## src/rtl/cpu24_multicycle_cu.sv

```systemverilog
// Multi-cycle control unit for the 24-bit CPU.
// Steps each instruction through FETCH/DECODE/EXECUTE/MEMORY/WRITEBACK and drives the
// DataPath control lines. It also handles the memory-ready handshake, the memory timeout
// fault, HALT, illegal opcodes, and a retired-instruction counter.
//
// Ports:
//   Clock, Reset_n     : clock (rising edge) and asynchronous active-low reset
//   Opcode             : opcode field from the instruction register
//   MemReady           : memory completes the current access this cycle
//   PCWrite, IRWrite   : PC / IR load enables (gated by MemReady in FETCH)
//   IorD               : memory address select (0 = PC, 1 = ALU result)
//   RegDst .. ALUSrc   : DataPath controls, same meaning as in the single-cycle CU
//   ALUOp              : 00 add, 01 subtract, 10 decode from funct
//   StateOut           : current state encoding (debug)
//   IllegalOp          : one-cycle pulse in the FETCH cycle after an undefined opcode
//   Halted, BusFault   : core stopped by HALT / by a memory timeout
//   InstrCount         : saturating count of retired instructions
module cpu24_multicycle_cu #(
   parameter int unsigned          OPCODE_W    = 4,
   parameter logic [OPCODE_W-1:0]  OP_RTYPE    = 'd0,
   parameter logic [OPCODE_W-1:0]  OP_ADDI     = 'd4,
   parameter logic [OPCODE_W-1:0]  OP_LW       = 'd8,
   parameter logic [OPCODE_W-1:0]  OP_SW       = 'd9,
   parameter logic [OPCODE_W-1:0]  OP_BEQ      = 'd10,
   parameter logic [OPCODE_W-1:0]  OP_HALT     = 'd15,
   parameter int unsigned          MEM_TIMEOUT = 16,
   parameter int unsigned          CNT_W       = 24
) (
   input  logic                Clock,
   input  logic                Reset_n,
   input  logic [OPCODE_W-1:0] Opcode,
   input  logic                MemReady,
   output logic                PCWrite,
   output logic                IRWrite,
   output logic                IorD,
   output logic                RegDst,
   output logic                Branch,
   output logic                MemRead,
   output logic                MemWrite,
   output logic                RegWrite,
   output logic                MemToReg,
   output logic                ALUSrc,
   output logic [1:0]          ALUOp,
   output logic [3:0]          StateOut,
   output logic                IllegalOp,
   output logic                Halted,
   output logic                BusFault,
   output logic [CNT_W-1:0]    InstrCount
);

   // Wait counter only needs to hold 0 .. MEM_TIMEOUT-1.
   localparam int unsigned TO_W = (MEM_TIMEOUT > 1) ? $clog2(MEM_TIMEOUT) : 1;
   localparam logic [TO_W-1:0] TO_LAST = TO_W'((MEM_TIMEOUT > 0) ? MEM_TIMEOUT - 1 : 0);

   typedef enum logic [3:0] {
      StFetch  = 4'd0,
      StDecode = 4'd1,
      StExecR  = 4'd2,
      StWbR    = 4'd3,
      StExecI  = 4'd4,
      StWbI    = 4'd5,
      StAddr   = 4'd6,
      StMemRd  = 4'd7,
      StWbMem  = 4'd8,
      StMemWr  = 4'd9,
      StBranch = 4'd10,
      StHalt   = 4'd11,
      StFault  = 4'd12
   } state_e;

   state_e            state_q, state_d;
   logic [TO_W-1:0]   timeout_q, timeout_d;
   logic [CNT_W-1:0]  count_q, count_d;
   logic              illegal_q, illegal_d;
   logic              retire;
   logic              mem_wait;

   always_ff @(posedge Clock or negedge Reset_n) begin
      if (!Reset_n) begin
         state_q   <= StFetch;
         timeout_q <= '0;
         count_q   <= '0;
         illegal_q <= 1'b0;
      end else begin
         state_q   <= state_d;
         timeout_q <= timeout_d;
         count_q   <= count_d;
         illegal_q <= illegal_d;
      end
   end

   // Next state, retire and timeout bookkeeping.
   always_comb begin
      state_d   = state_q;
      illegal_d = 1'b0;
      retire    = 1'b0;
      mem_wait  = 1'b0;

      unique case (state_q)
         StFetch: begin
            mem_wait = !MemReady;
            if (MemReady) state_d = StDecode;
         end
         StDecode: begin
            if (Opcode == OP_RTYPE) begin
               state_d = StExecR;
            end else if (Opcode == OP_ADDI) begin
               state_d = StExecI;
            end else if (Opcode == OP_LW || Opcode == OP_SW) begin
               state_d = StAddr;
            end else if (Opcode == OP_BEQ) begin
               state_d = StBranch;
            end else if (Opcode == OP_HALT) begin
               state_d = StHalt;
               retire  = 1'b1;   // HALT retires on entry
            end else begin
               state_d   = StFetch;
               illegal_d = 1'b1;
            end
         end
         StExecR:  state_d = StWbR;
         StWbR: begin
            state_d = StFetch;
            retire  = 1'b1;
         end
         StExecI:  state_d = StWbI;
         StWbI: begin
            state_d = StFetch;
            retire  = 1'b1;
         end
         StAddr:   state_d = (Opcode == OP_SW) ? StMemWr : StMemRd;
         StMemRd: begin
            mem_wait = !MemReady;
            if (MemReady) state_d = StWbMem;
         end
         StWbMem: begin
            state_d = StFetch;
            retire  = 1'b1;
         end
         StMemWr: begin
            mem_wait = !MemReady;
            if (MemReady) begin
               state_d = StFetch;
               retire  = 1'b1;
            end
         end
         StBranch: begin
            state_d = StFetch;
            retire  = 1'b1;
         end
         StHalt:   state_d = StHalt;
         StFault:  state_d = StFault;
         default:  state_d = StFetch;
      endcase

      // The MEM_TIMEOUT-th consecutive not-ready cycle faults on its closing edge; a
      // MemReady=1 in that cycle is not a wait cycle, so the access completes instead.
      if (MEM_TIMEOUT != 0 && mem_wait && timeout_q == TO_LAST) begin
         state_d = StFault;
      end

      if (MEM_TIMEOUT == 0 || !mem_wait || state_d != state_q) begin
         timeout_d = '0;
      end else begin
         timeout_d = timeout_q + TO_W'(1);
      end

      if (retire && count_q != {CNT_W{1'b1}}) begin
         count_d = count_q + CNT_W'(1);
      end else begin
         count_d = count_q;
      end
   end

   // Moore control outputs; the FETCH load enables are the only MemReady-dependent terms.
   always_comb begin
      PCWrite  = 1'b0;
      IRWrite  = 1'b0;
      IorD     = 1'b0;
      RegDst   = 1'b0;
      Branch   = 1'b0;
      MemRead  = 1'b0;
      MemWrite = 1'b0;
      RegWrite = 1'b0;
      MemToReg = 1'b0;
      ALUSrc   = 1'b0;
      ALUOp    = 2'b00;

      unique case (state_q)
         StFetch: begin
            MemRead = 1'b1;
            PCWrite = MemReady;
            IRWrite = MemReady;
         end
         StExecR: ALUOp = 2'b10;
         StWbR: begin
            ALUOp    = 2'b10;
            RegDst   = 1'b1;
            RegWrite = 1'b1;
         end
         StExecI:  ALUSrc = 1'b1;
         StWbI: begin
            ALUSrc   = 1'b1;
            RegWrite = 1'b1;
         end
         StAddr:   ALUSrc = 1'b1;
         StMemRd: begin
            ALUSrc  = 1'b1;
            MemRead = 1'b1;
            IorD    = 1'b1;
         end
         StWbMem: begin
            MemToReg = 1'b1;
            RegWrite = 1'b1;
         end
         StMemWr: begin
            ALUSrc   = 1'b1;
            MemWrite = 1'b1;
            IorD     = 1'b1;
         end
         StBranch: begin
            Branch = 1'b1;   // DataPath qualifies with its Zero flag
            ALUOp  = 2'b01;
         end
         default: ;
      endcase
   end

   assign StateOut   = state_q;
   assign IllegalOp  = illegal_q;
   assign Halted     = (state_q == StHalt);
   assign BusFault   = (state_q == StFault);
   assign InstrCount = count_q;

endmodule

```

## config.mk

```make
export PLATFORM = sky130hd
export DESIGN_NAME = cpu24_multicycle_cu
export DESIGN_NICKNAME = d
export VERILOG_FILES = /design/src/rtl/cpu24_multicycle_cu.sv
export SDC_FILE = /design/constraint.sdc
export NUM_CORES = 1
export LEC_CHECK = 0
export ABC_AREA = 1
export CAP_MARGIN = 20
export CORE_ASPECT_RATIO = 1.75
export CORE_MARGIN = 10
export CORE_UTILIZATION = 40
export CTS_CLUSTER_DIAMETER = 150
export CTS_CLUSTER_SIZE = 30
export DETAILED_ROUTE_END_ITERATION = 16
export PLACE_DENSITY = 0.64
export SYNTH_ARGS = -nofsm -noshare
export SYNTH_HDL_FRONTEND = slang
export SYNTH_SLANG_ARGS = --single-unit
```

## constraint.sdc

```tcl
create_clock -name Clock -period 2.1 [get_ports Clock]
set_input_delay 0.315 -clock Clock [delete_from_list [all_inputs] [get_ports Clock]]
set_output_delay 0.315 -clock Clock [all_outputs]
set_load 0.02 [all_outputs]
```

# --- Yosys cells after proc, flatten, opt, wreduce, memory -nomap -nowiden ---
# Index checks and enable logic that the tools add are counted.
totals:
  ff_bits: 33
  output_inout_bits: 43
classes:
  mux: 36
  reduce_logical: 15
  n_eq_ne: 20
  n_addsub: 2
op_table:
  columns: ["op", "n"]
  rows:
  - ["4-bit 2-to-1 mux", 11]
  - ["4-bit == test, second input constant", 10]
  - ["4-bit case mux with 9 select lines", 1]
  - ["24-bit by 1-bit adder with 24-bit output, second input constant", 1]
  - ["24-bit != test, second input constant", 1]
  - ["1-bit 2-to-1 mux", 22]
  - ["4-bit by 3-bit == test with 1-bit output, second input constant", 5]
  - ["4-bit by 2-bit == test with 1-bit output, second input constant", 2]
  - ["4-bit zero test", 2]
  - ["2-bit OR reduction", 3]
  - ["3-bit OR reduction", 2]
  - ["5-bit OR reduction", 1]
  - ["4-bit by 1-bit adder with 4-bit output, second input constant", 1]
  - ["4-bit by 1-bit == test with 1-bit output, second input constant", 1]
  - ["4-bit != test", 1]
  - ["2-bit case mux with 2 select lines", 1]
  - ["4-bit OR reduction", 1]
  - ["1-bit case mux with 3 select lines", 1]
  - ["1-bit logical AND", 2]
  - ["1-bit zero test", 2]
  - ["1-bit logical OR", 2]

# --- Depth between registers and ports, before layout ---
logic_depth:
  depth_word: 11
  depth_mapped: 11
  mapped_depth_nobuf: 11

# --- Least setup slack after synthesis ---
# Ideal clock, no wire load.
synth_path:
  path_kind: "register -> register"
  start: "reg count_q[0], in the netlist InstrCount[0]"
  end: "reg count_q[12], in the netlist InstrCount[12]"
  period_less_slack_ns: 1.848
  arrival_time_ns: 1.730
  path_stages_with_launch: 12
  n_path_buf: 1
  slack_ns: 0.252
  required_ns: 1.983
  cell_sequence: "dfrtp_1 > ha_1 > nand3_2 > inv_2 > nand2_1 > nor2_1 > nand2_1 > nand2_4 > inv_2 > buf_6 > nand3b_1 > nand2_1"
synth_via:
  elab_chain_len: 2
  word_cells_on_any_way: 3
synth_rtl:
  columns: ["item", "line", "text"]
  rows:
  - ["start, declared", "73", "logic [CNT_W-1:0] count_q, count_d;"]
  - ["start signal, assigned", "87", "count_q <= count_d;"]
  - ["branches (longest 2 deep; another with 24-bit by 1-bit adder with 24-bit output)", null, null]
# Several ways; the timed one is not identified.
# A chain may end at the register's enable or synchronous reset.

# --- Worst setup path after layout ---
layout_path:
  start: "reg state_q[3], in the netlist StateOut[3]"
  end: "out ALUOp[1]"
layout_via:
  elab_chain_len: 3
  word_cells_on_any_way: 5
layout_rtl:
  columns: ["item", "line", "text"]
  rows:
  - ["start, declared", "71", "state_e state_q, state_d;"]
  - ["start signal, assigned", "80", "state_q <= StFetch;"]
  - ["start signal, assigned", "85", "state_q <= state_d;"]
  - ["4-bit by 2-bit == test with 1-bit output", "189", "unique case (state_q)"]
  - ["2-bit OR reduction (no line)", null, null]
  - ["2-bit case mux with 2 select lines *", "189", null]
  - ["end, declared", "43", "output logic [1:0] ALUOp,"]
# Every way passes the cells marked *; elsewhere a longest branch is shown, timed or not.

==> results.ini <==
[run_status]
outcome=finished, final reports clean

[sta]
fmaxAchievable_mhz=504
fin_ws_ns=0.115
period_minus_slack_ns=1.99
max-slew-margin-rel_pct=72.3
hold_viol=0
worst_pin_slew_ns=0.416
finalSetupTns_ns=0
hold_slack_ns=0.421
finalClockSkew_ns=0.00646
timing.final.crit_share_pct=94.5
drv_slew=0
rsz0062_at_grt=false
setup_viol=0

[placed_design]
dp_cells=465
place_hpwl_um=5430
gp_congestion=0.936
place_area_um2=2920
pre_cts_ws_ns=0.134
io_buffers=49

[worst_setup_path]
critPathMaxFanout=7
cp-start-kind=register
worstPathArrival_ns=1.67
rr_startpoint=StateOut[2]
r2r_end=timeout_q[1]
reg2reg_slack_ns=0.27
crit_start=StateOut[3]
crit_required_ns=1.78
endpoint_kind=output port
reg2reg_depth=10
critPathKind=reg2out

[flow_run]
drv_cap=0

[yosys]
yosysTopAreaCell=dfrtp_1
syn-num-nets=340
synthesis.area_um2=2260
yosys.area.top_type_share_pct=36.5
synthTopCellsByArea=dfrtp_1, nand2_1, nor2_1
ys_seq_area_share_pct=36.5
ys_types=29
synth-warning-count=0
syn_avg_cell_area_um2=6.84
synthCells=331
ys_seq_elements=33

[power_and_ir_drop]
powerDensity_nw_per_um2=975
p_leak_nw=1.49
ir_drop_v=0.000594
power_mw=2.96

[floorplanning]
coreArea_um2=5540
num_rows=36
die_w_um=76.9
ios=50
die-height_um=120
initial_utilization_pct=40.9
die_area_um2=9190

[routing]
drc=0
drt-wirelength-per-cell_um=14.2
dr.pass1.iters=4
drt-total-wl_um=6730
ant_nets=0
avgViaCountPerCell=4.89
num_vias=2313
drtIter0Drc=76

[global_route]
track_usage_pct=15.4
grt_max_degree=34
first_global_vias=2448
grt_pass1_wl_um=11600
gr-total-overflow=0
antenna_found_initial=0

[finish]
final_cells=473
drive_gt1_share_pct=12.1
final_util_pct=54.7
design_area_um2=3030
n_antenna_cell=0
area_growth_pct=34.0
finalNetCount=405
fill_cells=566

[clock_network]
cts_setup_buffers=0
cts_sinks=33
h-tree-depth=2
clk_pin_slew_ns=0.07
numCtsBuffers=5
cts_buffer_depth=2
root_buffer=clkbuf_8
cts_tree=done
clock_latency_ns=0.29

[hold_path]
min_path_type=in2async

## where the power goes
group	switching, mW	internal (mW)
Clock	0.231	0.387
Combinational	0.919	0.563
Sequential	0.121	0.738
Total	1.27	1.69
## worst max path at each step
stage                endpoint  slack, ns  depth (start not counted)
5_1_grt              RegWrite       0.05                          6
3_3_place_gp          PCWrite       0.15                          4
4_1_cts                ALUSrc      0.005                          5
3_5_place_dp          PCWrite       0.13                          4
6_report             ALUOp[1]       0.11                          4
2_1_floorplan  InstrCount[12]       0.25                         11
## final cells by class
type	count	area, um2	share of cell area, %
Clock inverter	1	30.0	0.990
Inverter	35	131	4.33
Sequential cell	33	830	27.4
Tap cell	76	95.1	3.14
Timing Repair Buffer	64	607	20.0
Multi-Input combinational cell	257	1250	41.3
Clock buffer	7	86.3	2.85
## routing by layer
metal	global-route usage [%]	share of wire, %	wire length, um
met5	0	0	0
met4	10.3	5.3	355
met3	4.19	6.1	410
met2	28.4	53	3540
met1	14.3	36	2430
## critical path, cell delays in order (launching register included)
cell,delay (ns)
dfrtp_2,0.46
inv_2,0.12
nand2_2,0.09
nor2_1,0.10
clkdlybuf4s50_1,0.61
## cells in the mapped netlist
master and number:
nor3_4 1, nor2_2 5, a21oi_1 2, nor2_1 44
nand3_2 2, nor4_1 1, inv_1 28, o211ai_2 1
o2111ai_1 1, nand3_1 21, dfrtp_1 33, nor3b_1 1
o21ai_1 5, nor3_2 1, nand2_1 122, inv_2 7
nor3_1 9, xor2_1 7, buf_4 4, ha_1 2
nand2_4 1, o22ai_1 1, buf_6 2, o21ai_2 3
xnor2_1 15, nand4_1 3, o21ai_0 5, nand2_2 2
nand3b_1 2
## timing repair
action / CTS / global route
hold buffers: 0 / 0
endpoints found under the setup margin: 12 / 3
hold endpoints to repair: 0 / 0
resized for setup: 12 / 4
## cells in the final DEF, fill, tap and decap left out, types with 9 or more instances in the layout
cell	synthesis	routed
nand2_1	122	122
nand3_1	21	21
xnor2_1	15	15
dfrtp_1	33	30
inv_1	28	28
nor2_1	44	44
clkdlybuf4s50_1	0	36
dlygate4sd2_1	0	11
nor3_1	9	9
buf_4	4	14
## sequential cells by signal (all words and copies together), names as in the netlist
register	flops
timeout_q	4
StateOut	4
IllegalOp	1
InstrCount	24
## kinds of logic after synthesis
group | count (synthesis) | share of synthesized area [%]
AO/OA/AOI/OAI | 18 | 5.03
XOR/XNOR | 22 | 8.51
adder cells (fa/ha/maj) | 2 | 1.11
buffers and inverters | 41 | 8.13
flip-flops | 33 | 36.5
AND/OR/NAND/NOR | 215 | 40.7
No activity file was read; power rests on OpenSTA's default activity.
